### src/rtl/cordic_pkg.sv
// Shared angle constants, quadrant codes and FSM states for the CORDIC phase NCO.
// Angles are in degrees scaled by 2^16, so FULL is 360 * 65536.
package cordic_pkg;

    localparam int unsigned FULL    = 23592960;
    localparam int unsigned HALF    = 11796480;
    localparam int unsigned QUARTER = 5898240;

    localparam logic [1:0] QUAD_POS = 2'b01;
    localparam logic [1:0] QUAD_NEG = 2'b10;

    typedef enum logic [1:0] {
        IDLE = 2'd0,
        RUN  = 2'd1,
        DONE = 2'd2
    } state_t;

endpackage

### src/rtl/cordic_quadrant_map.sv
// Folds a signed angle in [-180, 180) degrees into the {quadrant, residual} word
// the CORDIC rotator expects, keeping the residual inside +/-90 degrees.
module cordic_quadrant_map
    import cordic_pkg::*;
#(
    parameter int ACC_WIDTH   = 25,
    parameter int PHASE_WIDTH = 32
) (
    input  logic signed [ACC_WIDTH-1:0] theta,
    output logic [PHASE_WIDTH-1:0]      phase
);

    localparam logic signed [PHASE_WIDTH-1:0] QTR = PHASE_WIDTH'(QUARTER);

    logic signed [PHASE_WIDTH-1:0] theta_ext;

    always_comb begin
        theta_ext = {{(PHASE_WIDTH-ACC_WIDTH){theta[ACC_WIDTH-1]}}, theta};
        phase     = theta_ext;
        if (theta_ext >= QTR) begin
            phase = {QUAD_POS, (PHASE_WIDTH-2)'(theta_ext - QTR)};
        end else if (theta_ext < -QTR) begin
            phase = {QUAD_NEG, (PHASE_WIDTH-2)'(theta_ext + QTR)};
        end
    end

endmodule

### src/rtl/cordic_phase_nco.sv
// Burst phase-accumulator NCO producing {quadrant, angle} samples for a CORDIC rotator.
// Define CORDIC_NCO_DITHER_EN to add 4-bit LFSR dither to the emitted phase.
module cordic_phase_nco
    import cordic_pkg::*;
#(
    parameter int DATA_WIDTH  = 16,
    parameter int PHASE_WIDTH = 32,
    parameter int ACC_WIDTH   = 25
) (
    input  logic                         clk,
    input  logic                         rst_n,
    input  logic                         start,
    input  logic                         stop,
    input  logic [ACC_WIDTH-1:0]         ftw,
    input  logic [ACC_WIDTH-1:0]         phase0,
    input  logic [15:0]                  n_samples,
    input  logic [7:0]                   rate_div,
    input  logic signed [DATA_WIDTH-1:0] amp,
    output logic                         en,
    output logic                         mode,
    output logic signed [DATA_WIDTH-1:0] x0,
    output logic signed [DATA_WIDTH-1:0] y0,
    output logic [PHASE_WIDTH-1:0]       phase,
    output logic                         busy,
    output logic                         done
);

    localparam logic [ACC_WIDTH-1:0] FULL_A = ACC_WIDTH'(FULL);
    localparam logic [ACC_WIDTH-1:0] HALF_A = ACC_WIDTH'(HALF);
    localparam logic [ACC_WIDTH:0]   FULL_W = (ACC_WIDTH+1)'(FULL);

    state_t                       state, state_next;
    logic [ACC_WIDTH-1:0]         acc, ftw_q, acc_next, acc_eff, phase0_wrapped;
    logic [ACC_WIDTH:0]           acc_sum;
    logic [15:0]                  n_q, sample_cnt, sample_inc;
    logic [7:0]                   rate_q, div_cnt;
    logic signed [DATA_WIDTH-1:0] amp_q;
    logic                         launch, emit, last_sample;
    logic signed [ACC_WIDTH-1:0]  theta;
    logic [PHASE_WIDTH-1:0]       mapped;

    // Stop always wins: it blocks a launch in IDLE and suppresses emission in RUN.
    always_comb begin
        launch         = (state == IDLE) && start && !stop;
        emit           = (state == RUN) && !stop && (div_cnt == 8'd0);
        sample_inc     = sample_cnt + 16'd1;
        last_sample    = emit && (n_q != 16'd0) && (sample_inc == n_q);
        phase0_wrapped = (phase0 >= FULL_A) ? phase0 - FULL_A : phase0;
        acc_sum        = {1'b0, acc} + {1'b0, ftw_q};
        acc_next       = (acc_sum >= FULL_W) ? ACC_WIDTH'(acc_sum - FULL_W)
                                             : acc_sum[ACC_WIDTH-1:0];
    end

`ifdef CORDIC_NCO_DITHER_EN
    logic [15:0]        lfsr;
    logic [ACC_WIDTH:0] dither_sum;

    always_ff @(posedge clk or negedge rst_n) begin
        if (!rst_n) begin
            lfsr <= 16'hACE1;
        end else if (emit) begin
            lfsr <= {lfsr[14:0], lfsr[15] ^ lfsr[13] ^ lfsr[12] ^ lfsr[10]};
        end
    end

    always_comb begin
        dither_sum = {1'b0, acc} + (ACC_WIDTH+1)'(lfsr[3:0]);
        acc_eff    = (dither_sum >= FULL_W) ? ACC_WIDTH'(dither_sum - FULL_W)
                                            : dither_sum[ACC_WIDTH-1:0];
    end
`else
    assign acc_eff = acc;
`endif

    assign theta = (acc_eff < HALF_A) ? acc_eff : acc_eff - FULL_A;

    cordic_quadrant_map #(
        .ACC_WIDTH  (ACC_WIDTH),
        .PHASE_WIDTH(PHASE_WIDTH)
    ) u_quadrant_map (
        .theta(theta),
        .phase(mapped)
    );

    always_comb begin
        state_next = state;
        case (state)
            IDLE: if (launch) state_next = RUN;
            RUN: begin
                if (stop)             state_next = IDLE;
                else if (last_sample) state_next = DONE;
            end
            DONE:    state_next = IDLE;
            default: state_next = IDLE;
        endcase
    end

    // Burst parameters are frozen at launch so mid-burst input changes have no effect.
    always_ff @(posedge clk or negedge rst_n) begin
        if (!rst_n) begin
            state      <= IDLE;
            acc        <= '0;
            ftw_q      <= '0;
            n_q        <= '0;
            rate_q     <= '0;
            amp_q      <= '0;
            div_cnt    <= '0;
            sample_cnt <= '0;
        end else begin
            state <= state_next;
            if (launch) begin
                ftw_q      <= ftw;
                n_q        <= n_samples;
                rate_q     <= rate_div;
                amp_q      <= amp;
                acc        <= phase0_wrapped;
                div_cnt    <= '0;
                sample_cnt <= '0;
            end else if (emit) begin
                acc     <= acc_next;
                div_cnt <= rate_q;
                if (n_q != 16'd0) sample_cnt <= sample_inc;
            end else if (state == RUN) begin
                div_cnt <= div_cnt - 8'd1;
            end
        end
    end

    always_ff @(posedge clk or negedge rst_n) begin
        if (!rst_n) begin
            en    <= 1'b0;
            mode  <= 1'b0;
            x0    <= '0;
            y0    <= '0;
            phase <= '0;
            busy  <= 1'b0;
            done  <= 1'b0;
        end else begin
            en   <= emit;
            mode <= 1'b0;
            busy <= (state_next == RUN);
            done <= (state_next == DONE);
            y0   <= '0;
            if (emit) begin
                phase <= mapped;
                x0    <= amp_q;
            end else begin
                phase <= '0;
                x0    <= '0;
            end
        end
    end

endmodule

### config.mk
export PLATFORM = sky130hd
export DESIGN_NAME = cordic_phase_nco
export DESIGN_NICKNAME = d
export VERILOG_FILES = /design/src/rtl/cordic_pkg.sv /design/src/rtl/cordic_quadrant_map.sv /design/src/rtl/cordic_phase_nco.sv
export SDC_FILE = /design/constraint.sdc
export NUM_CORES = 1
export LEC_CHECK = 0
export CAP_MARGIN = 10
export CORE_UTILIZATION = 58
export DETAILED_ROUTE_END_ITERATION = 16
export PLACE_DENSITY = 0.91
export SETUP_SLACK_MARGIN = 0.3
export SYNTH_ARGS = -nofsm -noshare
export SYNTH_HDL_FRONTEND = slang
export SYNTH_SLANG_ARGS = --single-unit
### constraint.sdc
create_clock -name clk -period 4.8 [get_ports clk]
set_input_delay 0.72 -clock clk [delete_from_list [all_inputs] [get_ports clk]]
set_output_delay 0.72 -clock clk [all_outputs]
set_load 0.01 [all_outputs]
======== Word-level counts from Yosys, hierarchy flattened ========
Cells that the tools add are included.
cells by class
  add/subtract/negate cells ............... 8
  order comparisons ....................... 5
  eq/ne operators ......................... 4
  muxes and demuxes ....................... 19
  reductions and logical operators ........ 14
operators with widths
  kind                                                                  count
  2-to-1 mux 25 bit                                                     5
  2-to-1 mux 32 bit                                                     3
  subtractor 25 bit (second input constant)                             3
  2-to-1 mux 16 bit                                                     4
  < comparator 25 x 24 -> 1 bit (second input constant)                 2
  adder 25 x 24 -> 26 bit (second input constant)                       1
  adder 25 x 25 -> 26 bit                                               1
  greater-or-equal comparator 26 x 25 -> 1 bit (second input constant)  1
  subtractor 25 x 24 -> 26 bit (second input constant)                  1
  greater-or-equal comparator 25 x 24 -> 1 bit (second input constant)  1
  greater-or-equal comparator 25 bit (second input constant)            1
  2-to-1 mux 8 bit                                                      3
  adder 16 x 1 -> 16 bit (second input constant)                        1
  equality test 16 bit                                                  1
  nonzero test 16 bit                                                   1
  zero test 8 bit                                                       1
  subtractor 8 x 1 -> 8 bit (second input constant)                     1
  logical AND 1 bit                                                     6
  2-to-1 mux 2 bit                                                      3
  equality test 2 x 1 -> 1 bit (second input constant)                  2
  case mux 2 bit (2 select lines)                                       1
  nonzero test 2 bit                                                    2
  nonzero test 3 bit                                                    1
  equality test 2 bit (second input constant)                           1
  3 further kinds                                                       3
word-level totals
  register bits ........................... 167
  input port bits ......................... 94
  output and inout port bits .............. 68
  word-level logic and storage cells ...... 63

======== Logic depth before layout (Yosys ltp) ========
  word-level depth ........................ 9
  mapped depth ............................ 14
  mapped depth without buffers ............ 14

======== By module ========
From an unflattened synthesis, not the netlist that was laid out.
second synthesis, totals
  cells, all modules ...................... 1043
  area, all modules ....................... 9427.8 um^2
modules (own cells, without submodules)
  module               times used  cells an instance  area each (um^2)  seq. area each (um^2)
  cordic_phase_nco     1           958                8793.4            4179.0
  cordic_quadrant_map  1           85                 634.4             0.0

======== Worst setup path before layout ========
OpenSTA, ideal clock, no wires.
  kind .................................... flip-flop to flip-flop
  start ................................... reg acc[19]
  end ..................................... reg phase[22]
  setup time .............................. 0.132 ns
  arrival time ............................ 2.923 ns
  required time ........................... 4.668 ns
  slack ................................... 1.745 ns
  cell stages (with the launch flop) ...... 15
  path buffers ............................ 0
  clock period less this slack ............ 3.055 ns
  path through ............................ dfrtp_1 inv_1 ha_1 a21o_1 a21o_1 a21oi_2 nor2_1 xnor2_1 o21ai_0 and3_1 ha_1 o21ai_0 mux2i_1 xor2_1 nor2_1
between the ends
  longest elaborated chain between the ends .. 6
  elaborated cells on any way between the ends .. 10
  those cells by class .................... 3 x add/sub; 3 x order compare; 4 x mux
ends and longest elaborated chain
  what                                                                             RTL line                                              text
  start, declared                                                                  cordic_phase_nco.sv:33                                logic [ACC_WIDTH-1:0] acc, ftw_q, acc_next, acc_eff, phase0_wrapped;
  start signal, assigned                                                           cordic_phase_nco.sv:116                               acc <= phase0_wrapped;
  start signal, assigned                                                           cordic_phase_nco.sv:120                               acc <= acc_next;
  subtractor 25 bit / < comparator 25 x 24 -> 1 bit (equally long branches)        cordic_phase_nco.sv:75                                assign theta = (acc_eff < HALF_A) ? acc_eff : acc_eff - FULL_A;
  2-to-1 mux 25 bit *                                                              cordic_phase_nco.sv:75
  adder 25 x 24 -> 26 bit / < comparator 25 x 24 -> 1 bit (equally long branches)  cordic_quadrant_map.sv:23, cordic_quadrant_map.sv:22
  2-to-1 mux 32 bit                                                                cordic_quadrant_map.sv:22                             end else if (theta_ext < -QTR) begin
  2-to-1 mux 32 bit *                                                              cordic_quadrant_map.sv:20                             if (theta_ext >= QTR) begin
  2-to-1 mux 32 bit *                                                              cordic_phase_nco.sv:144                               if (emit) begin
  end signal, assigned                                                             cordic_phase_nco.sv:145                               phase <= mapped;
  end, declared                                                                    cordic_phase_nco.sv:23                                output logic [PHASE_WIDTH-1:0] phase,
Every way passes the cells marked *; elsewhere a longest branch is shown, timed or not.
A chain may end at the register's enable or synchronous reset.

======== Final worst setup path ========
Ends and elaborated chain as after synthesis.

==> results.yml <==
synthesis:
  ys_warn_count: 0
  synth_top_area_cell: "dfrtp_1"
  synth_seq_cells: 163
  ys_types: 67
  syn_inst: 1021
  syn_area_sq_um: 9030
  synth_edf_count: 0
  syn_area_per_cell_sq_um: 8.84
  async_flop_share_pct: 100
  ys_seq_area_share_pct: 45.2
  synth_area_leaders: "dfrtp_1 45%, nand2_1 10%, ha_1 5.0%"
  yosysTopAreaCellShare_pct: 45.2
  ys.flop_type: "dfrtp_1"
flow_run:
  drv_cap: 0
critical_path:
  r2r-start: "acc[19]"
  crit_path_start_kind: "flip-flop"
  worst_r2r_endpoint: "phase[22]"
  critPathMaxFanout: 11
  cp-end-kind: "flip-flop"
  cp.required_ns: 5.10
  critPathCapture: "phase[22]"
  crit_arrival_ns: 3.99
  worstRegToRegCells: 12
  critPathKind: "reg2reg"
  rrSetupSlack_ns: 1.11
  crit_start: "acc[19]"
finish:
  drive_gt1_share_pct: 4.76
  regArea_sq_um: 4080
  final_core_util_pct: 72.8
  num-fill-cells: 1111
  diodes: 0
  multiInputGateArea_sq_um: 4590
  areaGrowthSynthToFinish_pct: 22.6
  final_nets: 1273
grt:
  grt_max_degree: 90
  grt_pass1_wl_um: 36700
  grt_use_total_pct: 29.1
  antenna_found_initial: 0
  grt_pass1_vias: 7517
  grt-ovfl-total: 0
route:
  wl_um: 22100
  drc: 0
  viasPerCell: 5.78
  ant_nets: 0
  vias: 7765
  dr.pass1.iters: 5
  wl_per_cell_um: 16.5
  drtIter0Drc: 714
sta:
  max_freq_mhz: 271
  max_slew_margin_pct: 33.8
  hold_viol_final: 0
  tns_ns: 0
  rsz0062_at_grt: "false"
  fin_skew_ns: 0.00911
  fin_crit_sh_pct: 76.9
  hold_slack_ns: 0.350
  slew_violations: 0
  setup_viol: 0
  min_period_ns: 3.69
  worst_slew_pin_slew_ns: 0.994
power:
  power.density_nw_per_um2: 534
  vdd_drop_max_mv: 0.338
  leakage_uw: 0.00514
clock_tree:
  cts_max_path_buffers: 2
  post_cts_buffers: 0
  insertion_delay_ns: 0.44
  cts_hold_buf: 0
  clkSinkCount: 163
  clk_pin_slew_ns: 0.07
  cts_root_buf: "clkbuf_16"
  cts_tree: "built"
  htreeDepth: 4
  numCtsBuffers: 17
  cts_resized: 0
floorplan:
  chipHeight_um: 127
  initial_core_util_pct: 59.4
  io_pins: 162
  dieArea_sq_um: 16100
  fp.coreArea_sq_um: 15200
  rows: 45
  die-width_um: 127
hold_path:
  hp-class: "in2async"
place:
  io_buffers: 144
  gp_congestion: 0.923
  place_hpwl_um: 15800
outcome:
  status: "completed"
-- cells by family (layout without fill, tap and decap cells) --
family,after synthesis,after routing,share of synthesized area (%)
other,1,17,0.0415
buffers and inverters,90,208,4.68
AO/OA/AOI/OAI,208,208,15.2
adder cells (fa/ha/maj),37,37,5.21
multiplexers,9,9,0.998
flip-flops,163,163,45.2
XOR/XNOR,59,59,5.72
AND/OR/NAND/NOR,454,454,23.0
-- sequential cells by signal (all words and copies together), names as in the netlist --
register    cells
done            1
n_q            16
phase          28
x0             16
ftw_q          25
rate_q          8
div_cnt         8
sample_cnt     16
en              1
amp_q          16
acc            25
busy            1
state           2
-- worst min path at each step --
stage                               end  startpoint  cells after the start  slack, ns
after floorplan                  acc[0]       rst_n                      0       0.42
after global placement         amp_q[2]    amp_q[2]                      2       0.45
after detailed placement      amp_q[10]   amp_q[10]                      2       0.45
after CTS                 sample_cnt[0]       rst_n                      1       0.38
after global routing             n_q[2]       rst_n                      1       0.43
final                     sample_cnt[0]       rst_n                      1       0.35
-- metal layers --
layer	share of wire [%]	vias up	track usage [%]
li1	-	3723	-
met1	44	3694	38.3
met2	46	291	45.4
met3	6.5	57	7.04
met4	3.8	0	14.0
met5	0	-	0
-- synth_stat cells (all sizes together) (2+ instances only) --
cell type    n
a211oi      14
a21boi       3
a21o        12
a21oi       39
a221o        4
a22oi       16
a31oi        7
and2        38
and3        11
and4         3
buf         30
clkbuf      36
dfrtp      163
ha          36
inv         24
mux2i        9
nand2      243
nand2b      12
nand3       32
nand3b       4
nand4        7
nor2        50
nor2b        9
nor3        16
nor3b        3
nor4        13
nor4b        2
o211ai       7
o21a         5
o21ai       76
o21bai       2
o31ai        5
o41ai        4
or2          2
or3          5
or4          2
xnor2       36
xor2        23
-- layout make-up --
class / count / share of cell area [%]
clock buffer: 17 / 3.84
multi-input combinational: 784 / 41.5
clock inverter: 15 / 1.33
sequential: 163 / 36.8
timing repair buffer: 152 / 13.6
tap: 188 / 2.12
inverter: 24 / 0.814
-- worst max-delay path, cell delays in order (launching register included) --
cell,delay [ns]
dfrtp_1,0.49
inv_1,0.13
ha_1,0.21
a21o_1,0.15
a21o_1,0.20
a21oi_2,0.33
nor2_1,0.10
xnor2_1,0.43
a211oi_1,0.14
a21oi_1,0.79
mux2i_1,0.32
xor2_1,0.19
nor2_1,0.06
-- stage by stage --
step / cells / setup WS (ns) / cell area, sq um / power [uW]
after floorplan: 1037 / 1.75 / 9090 / 3890
after global placement: 1311 / 1.40 / 10500 / 4430
after detailed placement: 1311 / 1.20 / 10500 / 4530
after CTS: 1343 / 1.14 / 11100 / 5890
after global routing: 1343 / 0.782 / 11100 / 6340
final: 1343 / 1.11 / 11100 / 5920
-- where the power goes --
group	leakage (uW)	internal, uW	total [uW]	switching, uW
sequential	0.00212	1610	1900	286
clock	0.000285	730	1330	600
combinational	0.00273	1160	2690	1530
-- layout by cell type (no fill, tap or decap), types with 5 or more instances in the layout --
master and count:
clkbuf_16 17, dfrtp_1 163, nor4_1 13, buf_4 8
nand3_1 32, nor3_1 16, a22oi_1 16, nand2_1 243
inv_6 5, clkdlybuf4s50_1 143, nor2b_1 9, ha_1 36
conb_1 17, and2_1 38, nand2b_1 12, xor2_1 23
mux2i_1 9, o21ai_0 73, xnor2_1 36, a211oi_1 12
and3_1 11, o211ai_1 7, or3_1 5, a31oi_1 6
a21oi_1 37, nor2_1 50, nand4_1 7, inv_1 24
a21o_1 12
No activity file was read; power rests on OpenSTA's default activity.
